$ cat src/rtl/hms_display_scan.sv
// Multiplexed HH MM SS display driver: binary-to-BCD, one digit per slot with a blank
// cycle between digits. The time is snapshotted once per frame. Optional: HMS_COLON_BLINK_EN.
module hms_display_scan #(
    parameter int CLK_HZ     = 50000000,
    parameter int SCAN_HZ    = 6000,
    parameter bit ACTIVE_LOW = 1'b1
) (
    input  logic       clk,
    input  logic       rst,
    input  logic [5:0] sec,
    input  logic [5:0] min,
    input  logic [4:0] hour,
    output logic [6:0] seg,
    output logic       dp,
    output logic [5:0] an,
    output logic       frame_start
);

    localparam int TICK_MAX = CLK_HZ / SCAN_HZ - 1;
    localparam int CW       = (TICK_MAX > 0) ? $clog2(TICK_MAX + 1) : 1;
    localparam logic [CW-1:0] TICK_END = CW'(TICK_MAX);

    // XOR masks: a 1 here inverts the active-high form into the pin polarity
    localparam logic [6:0] SEG_OFF = ACTIVE_LOW ? 7'h7F : 7'h00;
    localparam logic [5:0] AN_OFF  = ACTIVE_LOW ? 6'h3F : 6'h00;
    localparam logic       DP_OFF  = ACTIVE_LOW ? 1'b1  : 1'b0;
    localparam logic [3:0] DASH    = 4'd10;

    typedef enum logic {DRIVE = 1'b0, BLANK = 1'b1} state_t;

    state_t        state_r, state_s;
    logic [CW-1:0] count_r, count_s;
    logic [2:0]    idx_r, idx_s;
    logic [5:0]    sh_sec_r, sh_min_r;
    logic [4:0]    sh_hour_r;

    logic [3:0]    code_s;
    logic [6:0]    seg_hi_s;
    logic [5:0]    an_hi_s;
    logic          dp_hi_s;
    logic          sec_ok_s, min_ok_s, hour_ok_s;
    logic [6:0]    seg_s;
    logic [5:0]    an_s;
    logic          dp_s;
    logic          frame_start_s;

    function automatic logic [3:0] bcd_tens(input logic [5:0] v);
        return 4'(v / 6'd10);
    endfunction

    function automatic logic [3:0] bcd_ones(input logic [5:0] v);
        return 4'(v % 6'd10);
    endfunction

    function automatic logic [6:0] seg_map(input logic [3:0] code);
        case (code)
            4'd0:    return 7'b0111111;
            4'd1:    return 7'b0000110;
            4'd2:    return 7'b1011011;
            4'd3:    return 7'b1001111;
            4'd4:    return 7'b1100110;
            4'd5:    return 7'b1101101;
            4'd6:    return 7'b1111101;
            4'd7:    return 7'b0000111;
            4'd8:    return 7'b1111111;
            4'd9:    return 7'b1101111;
            default: return 7'b1000000;
        endcase
    endfunction

    // State, tick counter and digit index registers
    always_ff @(posedge clk or posedge rst) begin
        if (rst) begin
            state_r <= DRIVE;
            count_r <= '0;
            idx_r   <= 3'd0;
        end else begin
            state_r <= state_s;
            count_r <= count_s;
            idx_r   <= idx_s;
        end
    end

    // Next-state: DRIVE for TICK_MAX+1 cycles, then one BLANK cycle advancing the digit
    always_comb begin
        state_s = state_r;
        count_s = count_r;
        idx_s   = idx_r;
        case (state_r)
            DRIVE: begin
                if (count_r == TICK_END) begin
                    state_s = BLANK;
                    count_s = '0;
                end else begin
                    count_s = count_r + CW'(1);
                end
            end
            BLANK: begin
                state_s = DRIVE;
                count_s = '0;
                idx_s   = (idx_r == 3'd5) ? 3'd0 : idx_r + 3'd1;
            end
            default: begin
                state_s = DRIVE;
                count_s = '0;
                idx_s   = 3'd0;
            end
        endcase
    end

    // Frame snapshot, taken in the blank slot that ends digit 5
    always_ff @(posedge clk or posedge rst) begin
        if (rst) begin
            sh_sec_r  <= 6'd0;
            sh_min_r  <= 6'd0;
            sh_hour_r <= 5'd0;
        end else if ((state_r == BLANK) && (idx_r == 3'd5)) begin
            sh_sec_r  <= sec;
            sh_min_r  <= min;
            sh_hour_r <= hour;
        end else begin
            sh_sec_r  <= sh_sec_r;
            sh_min_r  <= sh_min_r;
            sh_hour_r <= sh_hour_r;
        end
    end

    // Output decode from the snapshot and current slot
    always_comb begin
        sec_ok_s  = (sh_sec_r <= 6'd59);
        min_ok_s  = (sh_min_r <= 6'd59);
        hour_ok_s = (sh_hour_r <= 5'd23);
        code_s    = DASH;
        an_hi_s   = 6'b000000;
        case (idx_r)
            3'd0: begin code_s = sec_ok_s  ? bcd_ones(sh_sec_r)          : DASH; an_hi_s = 6'b000001; end
            3'd1: begin code_s = sec_ok_s  ? bcd_tens(sh_sec_r)          : DASH; an_hi_s = 6'b000010; end
            3'd2: begin code_s = min_ok_s  ? bcd_ones(sh_min_r)          : DASH; an_hi_s = 6'b000100; end
            3'd3: begin code_s = min_ok_s  ? bcd_tens(sh_min_r)          : DASH; an_hi_s = 6'b001000; end
            3'd4: begin code_s = hour_ok_s ? bcd_ones({1'b0, sh_hour_r}) : DASH; an_hi_s = 6'b010000; end
            3'd5: begin code_s = hour_ok_s ? bcd_tens({1'b0, sh_hour_r}) : DASH; an_hi_s = 6'b100000; end
            default: begin code_s = DASH; an_hi_s = 6'b000000; end
        endcase
        seg_hi_s = seg_map(code_s);
`ifdef HMS_COLON_BLINK_EN
        dp_hi_s = ((idx_r == 3'd2) || (idx_r == 3'd4)) && !sh_sec_r[0]
                  && sec_ok_s && min_ok_s && hour_ok_s;
`else
        dp_hi_s = 1'b0;
`endif
        if (state_r == DRIVE) begin
            seg_s = seg_hi_s ^ SEG_OFF;
            an_s  = an_hi_s ^ AN_OFF;
            dp_s  = dp_hi_s ^ DP_OFF;
        end else begin
            seg_s = SEG_OFF;
            an_s  = AN_OFF;
            dp_s  = DP_OFF;
        end
        frame_start_s = (state_r == BLANK) && (idx_r == 3'd5);
    end

    // Registered outputs
    always_ff @(posedge clk or posedge rst) begin
        if (rst) begin
            seg         <= SEG_OFF;
            an          <= AN_OFF;
            dp          <= DP_OFF;
            frame_start <= 1'b0;
        end else begin
            seg         <= seg_s;
            an          <= an_s;
            dp          <= dp_s;
            frame_start <= frame_start_s;
        end
    end

endmodule

$ cat config.mk
export PLATFORM = sky130hd
export DESIGN_NAME = hms_display_scan
export DESIGN_NICKNAME = d
export VERILOG_FILES = /design/src/rtl/hms_display_scan.sv
export SDC_FILE = /design/constraint.sdc
export NUM_CORES = 1
export LEC_CHECK = 0
export ABC_AREA = 0
export CAP_MARGIN = 10
export CELL_PAD_IN_SITES_DETAIL_PLACEMENT = 0
export CELL_PAD_IN_SITES_GLOBAL_PLACEMENT = 1
export CORE_MARGIN = 1.5
export CORE_UTILIZATION = 44
export DETAILED_ROUTE_END_ITERATION = 10
export DONT_BUFFER_PORTS = 1
export PLACE_DENSITY_LB_ADDON = 0.1
export SLEW_MARGIN = 5
export SYNTH_ARGS = -nofsm -noshare
export SYNTH_HDL_FRONTEND = slang
export SYNTH_SLANG_ARGS = --single-unit
$ cat constraint.sdc
create_clock -name clk -period 2.7 [get_ports clk]
set_input_delay 0.54 -clock clk [delete_from_list [all_inputs] [get_ports clk]]
set_output_delay 0.54 -clock clk [all_outputs]
set_load 0.1 [all_outputs]
# Word-level counts from Yosys, hierarchy flattened

Memory sizes are Yosys's and may differ from the RTL's.
Cells that the tools add are included.

Bits in registers: 49
Bits in read-only memories: 112
Bits of input ports: 19
Output and inout port bits: 15
Logic and storage cells: 47
Memories kept: 1

Memories:

| memory           | words | bits a word | read ports | clocked after memory_dff | write ports | line | text |
|---|---|---|---|---|---|---|---|
| (name not given) | 16    | 7           | 1          | 0                        | 0           | 56   | `case (code)` |

Add/sub/neg operators: 2
Div/mod/pow operators: 6
Magnitude comparators: 3
Equality and inequality tests: 6
Mux-type cells: 15
Bitwise gates (word level): 3
Reduce and logical (&&, ||, !) cells: 2

Operators by type and width:

| cell                                                            | count |
|---|---|
| 6-bit one-hot mux with 6 select lines                           | 1 |
| 14-bit one-hot mux with 2 select lines                          | 1 |
| 4-bit 2-to-1 mux                                                | 6 |
| 4-bit one-hot mux with 6 select lines                           | 1 |
| 14-bit by 1-bit adder with 14-bit output, second input constant | 1 |
| 14-bit == test, second input constant                           | 1 |
| 14-bit 2-to-1 mux                                               | 1 |
| 6-bit by 4-bit divider with 6-bit output, second input constant | 2 |
| 6-bit less-or-equal comparator, second input constant           | 2 |
| 6-bit by 4-bit modulo with 6-bit output, second input constant  | 2 |
| 7-bit 2-to-1 mux                                                | 1 |
| 7-bit NOT                                                       | 1 |
| 5-bit by 4-bit divider with 6-bit output, second input constant | 1 |
| 3-bit by 2-bit == test with 1-bit output, second input constant | 2 |
| 3-bit == test, second input constant                            | 2 |
| 5-bit by 4-bit modulo with 6-bit output, second input constant  | 1 |
| 6-bit 2-to-1 mux                                                | 1 |
| 6-bit NOT                                                       | 1 |
| 5-bit less-or-equal comparator, second input constant           | 1 |
| 3-bit by 1-bit adder with 3-bit output, second input constant   | 1 |
| 3-bit by 1-bit == test with 1-bit output, second input constant | 1 |
| 3-bit logical NOT                                               | 1 |
| 3-bit 2-to-1 mux                                                | 1 |
| 1-bit one-hot mux with 2 select lines                           | 1 |
| 3 further kinds                                                 | 3 |

# Logic depth before layout (Yosys ltp)

An unclocked memory read counts as a cell.

Depth after elaboration: 6
Gate-level depth with buffers: 15
Gate-level depth less buffers: 13

# Least setup slack after synthesis

No wires, ideal clock.

Kind: reg-to-reg
Start point: register sh_min_r[4]
End point: register seg[4]
Setup time: 84 ps
Arrival: 2,789 ps
Required time: 2,616 ps
Path slack: -173 ps
Cell stages (with the launch flop): 15
Path buffers: 1
Period minus slack after synthesis: 2,873 ps
Path through: dfrtp_1 -> buf_4 -> inv_1 -> ha_1 -> nand2_2 -> a221o_1 -> a21oi_1 -> or2_4 -> inv_2 -> ha_1 -> a32o_1 -> nor4b_2 -> o21ai_1 -> or2_0 -> a221o_1

Cells in the longest elaborated chain, start to end: 6
Elaborated cells between the ends (all ways): 9
Those cells by class: div (2); order compare (1); mux (4); bitwise (1); memory (1)

RTL lines:

| what                                                             | line     | text |
|---|---|---|
| start: declaration                                               | 34       | `logic [5:0] sh_sec_r, sh_min_r;` |
| start signal: assignment                                         | 119      | `sh_min_r <= min;` |
| start signal: assignment                                         | 123      | `sh_min_r <= sh_min_r;` |
| 6-bit by 4-bit divider with 6-bit output (tied with other cells) | 48       | `return 4'(v / 6'd10);` |
| 4-bit 2-to-1 mux, on equally long branches                       | 139, 138 |  |
| 4-bit one-hot mux with 6 select lines *                          | 135      | `case (idx_r)` |
| memory 16 x 7 bit *                                              | n/a      |  |
| 7-bit NOT (no source line) *                                     | n/a      |  |
| 7-bit 2-to-1 mux *                                               | 151      | `if (state_r == DRIVE) begin` |
| via seg_s[4]                                                     | 42       | `logic [6:0] seg_s;` |
| end signal: assignment                                           | 171      | `seg <= seg_s;` |
| end: declaration                                                 | 13       | `output logic [6:0] seg,` |

The timed path passes the listed nets; every way through them passes the cells marked *.
A chain may end at the register's enable or synchronous reset.

# Worst setup path in the final report

Ends and elaborated chain as after synthesis.

==> results.md <==
- DRT iter0 DRCs: 137
- GR Util met1: ~29%
- Antenna violations before repair: 0
- Die height: about 89 um
- Seq/Total Area, Yosys: 38.4%
- Reg clk slew, reported paths: around 0.1 ns
- YS warnings: 0
- Post-Layout Cell Count: approximately 520
- RSZ-0062 raised after global routing: yes
- Netlist cell types: 65
- CP required: between 2 and 3 ns
- Top cells by count, synth: 37 x nand2_1, 36 x dfrtp_1, 30 x nor2_1, 27 x o21ai_0, 24 x inv_1
- Post-layout util: between 50% and 60%
- Share of cells above drive strength 1: a little under a third
- Rel. slew slack: around two fifths
- Async set-reset flop share out of synthesis: 100%
- Avg WL per Cell: roughly 15 um
- Power Density: between 300 and 400 nW/um^2
- Clock Latency Late Sink: 0.31 ns
- First-pass GRT wire length: approximately 12 mm
- Top cell type's share of synthesized area: 27.8%
- Total GRT Usage: 20.0%
- Filler cells: about 680
- Multiplexer share of the synthesized area: 4.13%
- Slew @ Worst Pin: around 0.9 ns
- Crit Path Category: reg -> reg
- Final ANT Viol Nets: 0
- Primary FF master, synth: dfrtp_1
- Cells after Synth: 373
- Mapped Area: roughly 3200 sq um
- CTS Root Cell: clkbuf_8
- ANT cells: 0
- Placer Congestion: between 0.8 and 0.9
- Setup TNS: -0.118 ns
- H-tree levels: 2
- Die Area: about 7900 sq um
- Vias in the first global route: approximately 2600
- Synth area leader: dfrtp_1
- Core ar.: 7180 sq um
- Largest family of logic cells by synthesized area: simple AND/OR/NAND/NOR gates
- Worst Slack Setup Final: -0.0619 ns
- Port buffer count: 0
- Worst VDD drop: between 0.2 and 0.3 mV
- Placed cell count: approximately 500
- Placed cell areas: ~3700 sq um
- Post-synthesis simple-gate area fraction: roughly 24%
- Area grow syn2layout: 22.9%
- Final wirelength: roughly 7.6 mm
- Final worst-path cycle share: 102%
- Clock Path Buffers: 2
- CP Launch Type: register
- Ranking of synthesized cells by area: dfrtp_1 28%, dfstp_2 11%, ha_1 5.4%
- Largest net degree at the start of global routing: 35
- IO Count: 34
- Routed vias/inst: approximately 5.3
- Max Slew Vio Count: 0
- Grt met2 use: a little under a third
- Design area: 3980 sq um
- Clock Skew: 0.00615 ns
- Setup violations, final: 3
- Static leakage: about 1.7 nW
- Estimated wirelength of the detail-placed design: between 5 and 6 mm
- Area share of xor/xnor cells in the synthesized design: 3.79%
- Arr. time, crit path: about 3 ns
- MaxCap Viol Count: 0
- GR Overflow Total: 0
- Outcome: finished, violations left
- CTS tree: yes
- Post-synth EDFFs: 0
- Complex-gate fraction of the synthesized area: a little under a fifth
- DRC viols: 0
- Post-synthesis average cell area: about 8.7 sq um
- Crit path time final: about 2.8 ns
- Count leader, synth: nand2_1
- Synth Area in Adders: under 10%
- Number of buffers created by CTS: 5
- DRT Pass-1 Iters: 4
- Synth Register Bits: 49
- Syn nets: approximately 410
- Starting density of the core: between 40% and 50%
- Failing checks: setup timing
- Chip width: 88.8 um
- Met3 Use GR: around 3.6%
- F_max: 362 MHz
- CTS sink count: slightly below 50
- Top Usage Layer GRT: met2
- CTS Hold Bufs: 0
- Pwr Total: around 1.4 mW
- Worst Setup End Kind: register
- # rows: 31
- Hold Path Class: in -> async
- Routed vias: 2790
- NumNets Final: roughly 460
- Number of hold violations in the final report: 0
- Crit path max fanout: 5
## critical path, cell delays in order, from the launching register on
cell and delay, ns:
dfrtp_1 0.42, inv_4 0.07, ha_4 0.12, nand2_2 0.05, a221o_1 0.35, and3_4 0.17, or2_4 0.24, inv_4 0.06
ha_4 0.19, buf_4 0.13, o22ai_2 0.19, a221o_1 0.30, a21oi_1 0.07, a221o_1 0.33
## logic make-up after synthesis
| logic type | Yosys count |
|---|---|
| AND/OR/NAND/NOR | 149 |
| AO/OA/AOI/OAI | 89 |
| flip-flops | 49 |
| buffers and inverters | 45 |
| adder cells (fa/ha/maj) | 14 |
| XOR/XNOR | 14 |
| multiplexers | 12 |
| other | 1 |
## cell usage in the layout (no fill, tap or decap), types with 4 or more instances in the layout
master,n
buf_4,60
nand2_1,37
dfrtp_1,36
nor2_1,28
o21ai_0,21
inv_1,20
nand3_1,15
a21oi_1,14
nand2b_1,13
dfstp_2,13
xor2_1,11
nand4_1,10
nor3_1,9
ha_1,8
mux2_2,7
and3_1,7
nor2b_1,6
o21ai_1,5
a221o_1,5
o211ai_1,5
a31oi_1,5
clkbuf_8,5
a21oi_2,4
o21ai_2,4
ha_4,4
## worst paths after layout
kind / start / end / slack [ns] / depth (start not counted)
worst max-delay path: sh_min_r[4]$_DFFE_PP0P_ / seg[4]$_DFF_PP1_ / -0.06 / 13
worst min-delay path: rst / sh_min_r[2]$_DFFE_PP0P_ / 0.05 / 1
worst max register to register: sh_min_r[4]$_DFFE_PP0P_ / seg[4]$_DFF_PP1_ / -0.06 / 13
worst min register to register: idx_r[0]$_DFFE_PP0P_ / idx_r[0]$_DFFE_PP0P_ / 0.54 / 1
max in group asynchronous: rst / an[0]$_DFF_PP1_ / 1.89 / 2
min in group clk: min[2] / sh_min_r[2]$_DFFE_PP0P_ / 0.34 / 2
## final cells by class
cell class / instances / area (sq um) / area share [%]
Multi-Input combinational cell: 279 / 1930 / 48.6
Clock buffer: 5 / 68.8 / 1.73
Tap cell: 99 / 124 / 3.11
Timing Repair Buffer: 63 / 484 / 12.2
Clock inverter: 3 / 26.3 / 0.660
Sequential cell: 49 / 1240 / 31.2
Inverter: 25 / 98.8 / 2.48
## metrics by stage
| stage | hold slack [ns] | worst slack (ns) |
|---|---|---|
| detailed placement | 0.405 | -0.124 |
| global route | 0.0689 | -0.167 |
| finish | 0.0504 | -0.0619 |
| CTS | 0.0619 | -0.0593 |
| floorplan | 0.479 | -0.0327 |
| global placement | 0.405 | -0.0825 |
## flip-flops by register name, summed over array words and instances, names as in the netlist
name         cells
an               6
count_r         14
frame_start      1
idx_r            3
seg              7
sh_hour_r        5
sh_min_r         6
sh_sec_r         6
state_r          1
## power by group
part	internal, mW	switching (mW)
sequential	0.748	0.0422
combinational	0.0467	0.0643
clock	0.189	0.283
total	0.984	0.390
## layer usage
layer,share of wire (%),vias to the layer above
li1,-,1431
met1,51,1301
met2,44,47
met3,3.1,11
met4,1.4,0
met5,0,-
## timing repair
item / 4_1_cts / 5_1_grt
setup buffers: 8 / 6
endpoints found under the setup margin: 7 / 7
pin swaps: 12 / 9
resized for setup: 17 / 17
Power figures use the tool's default switching activity.
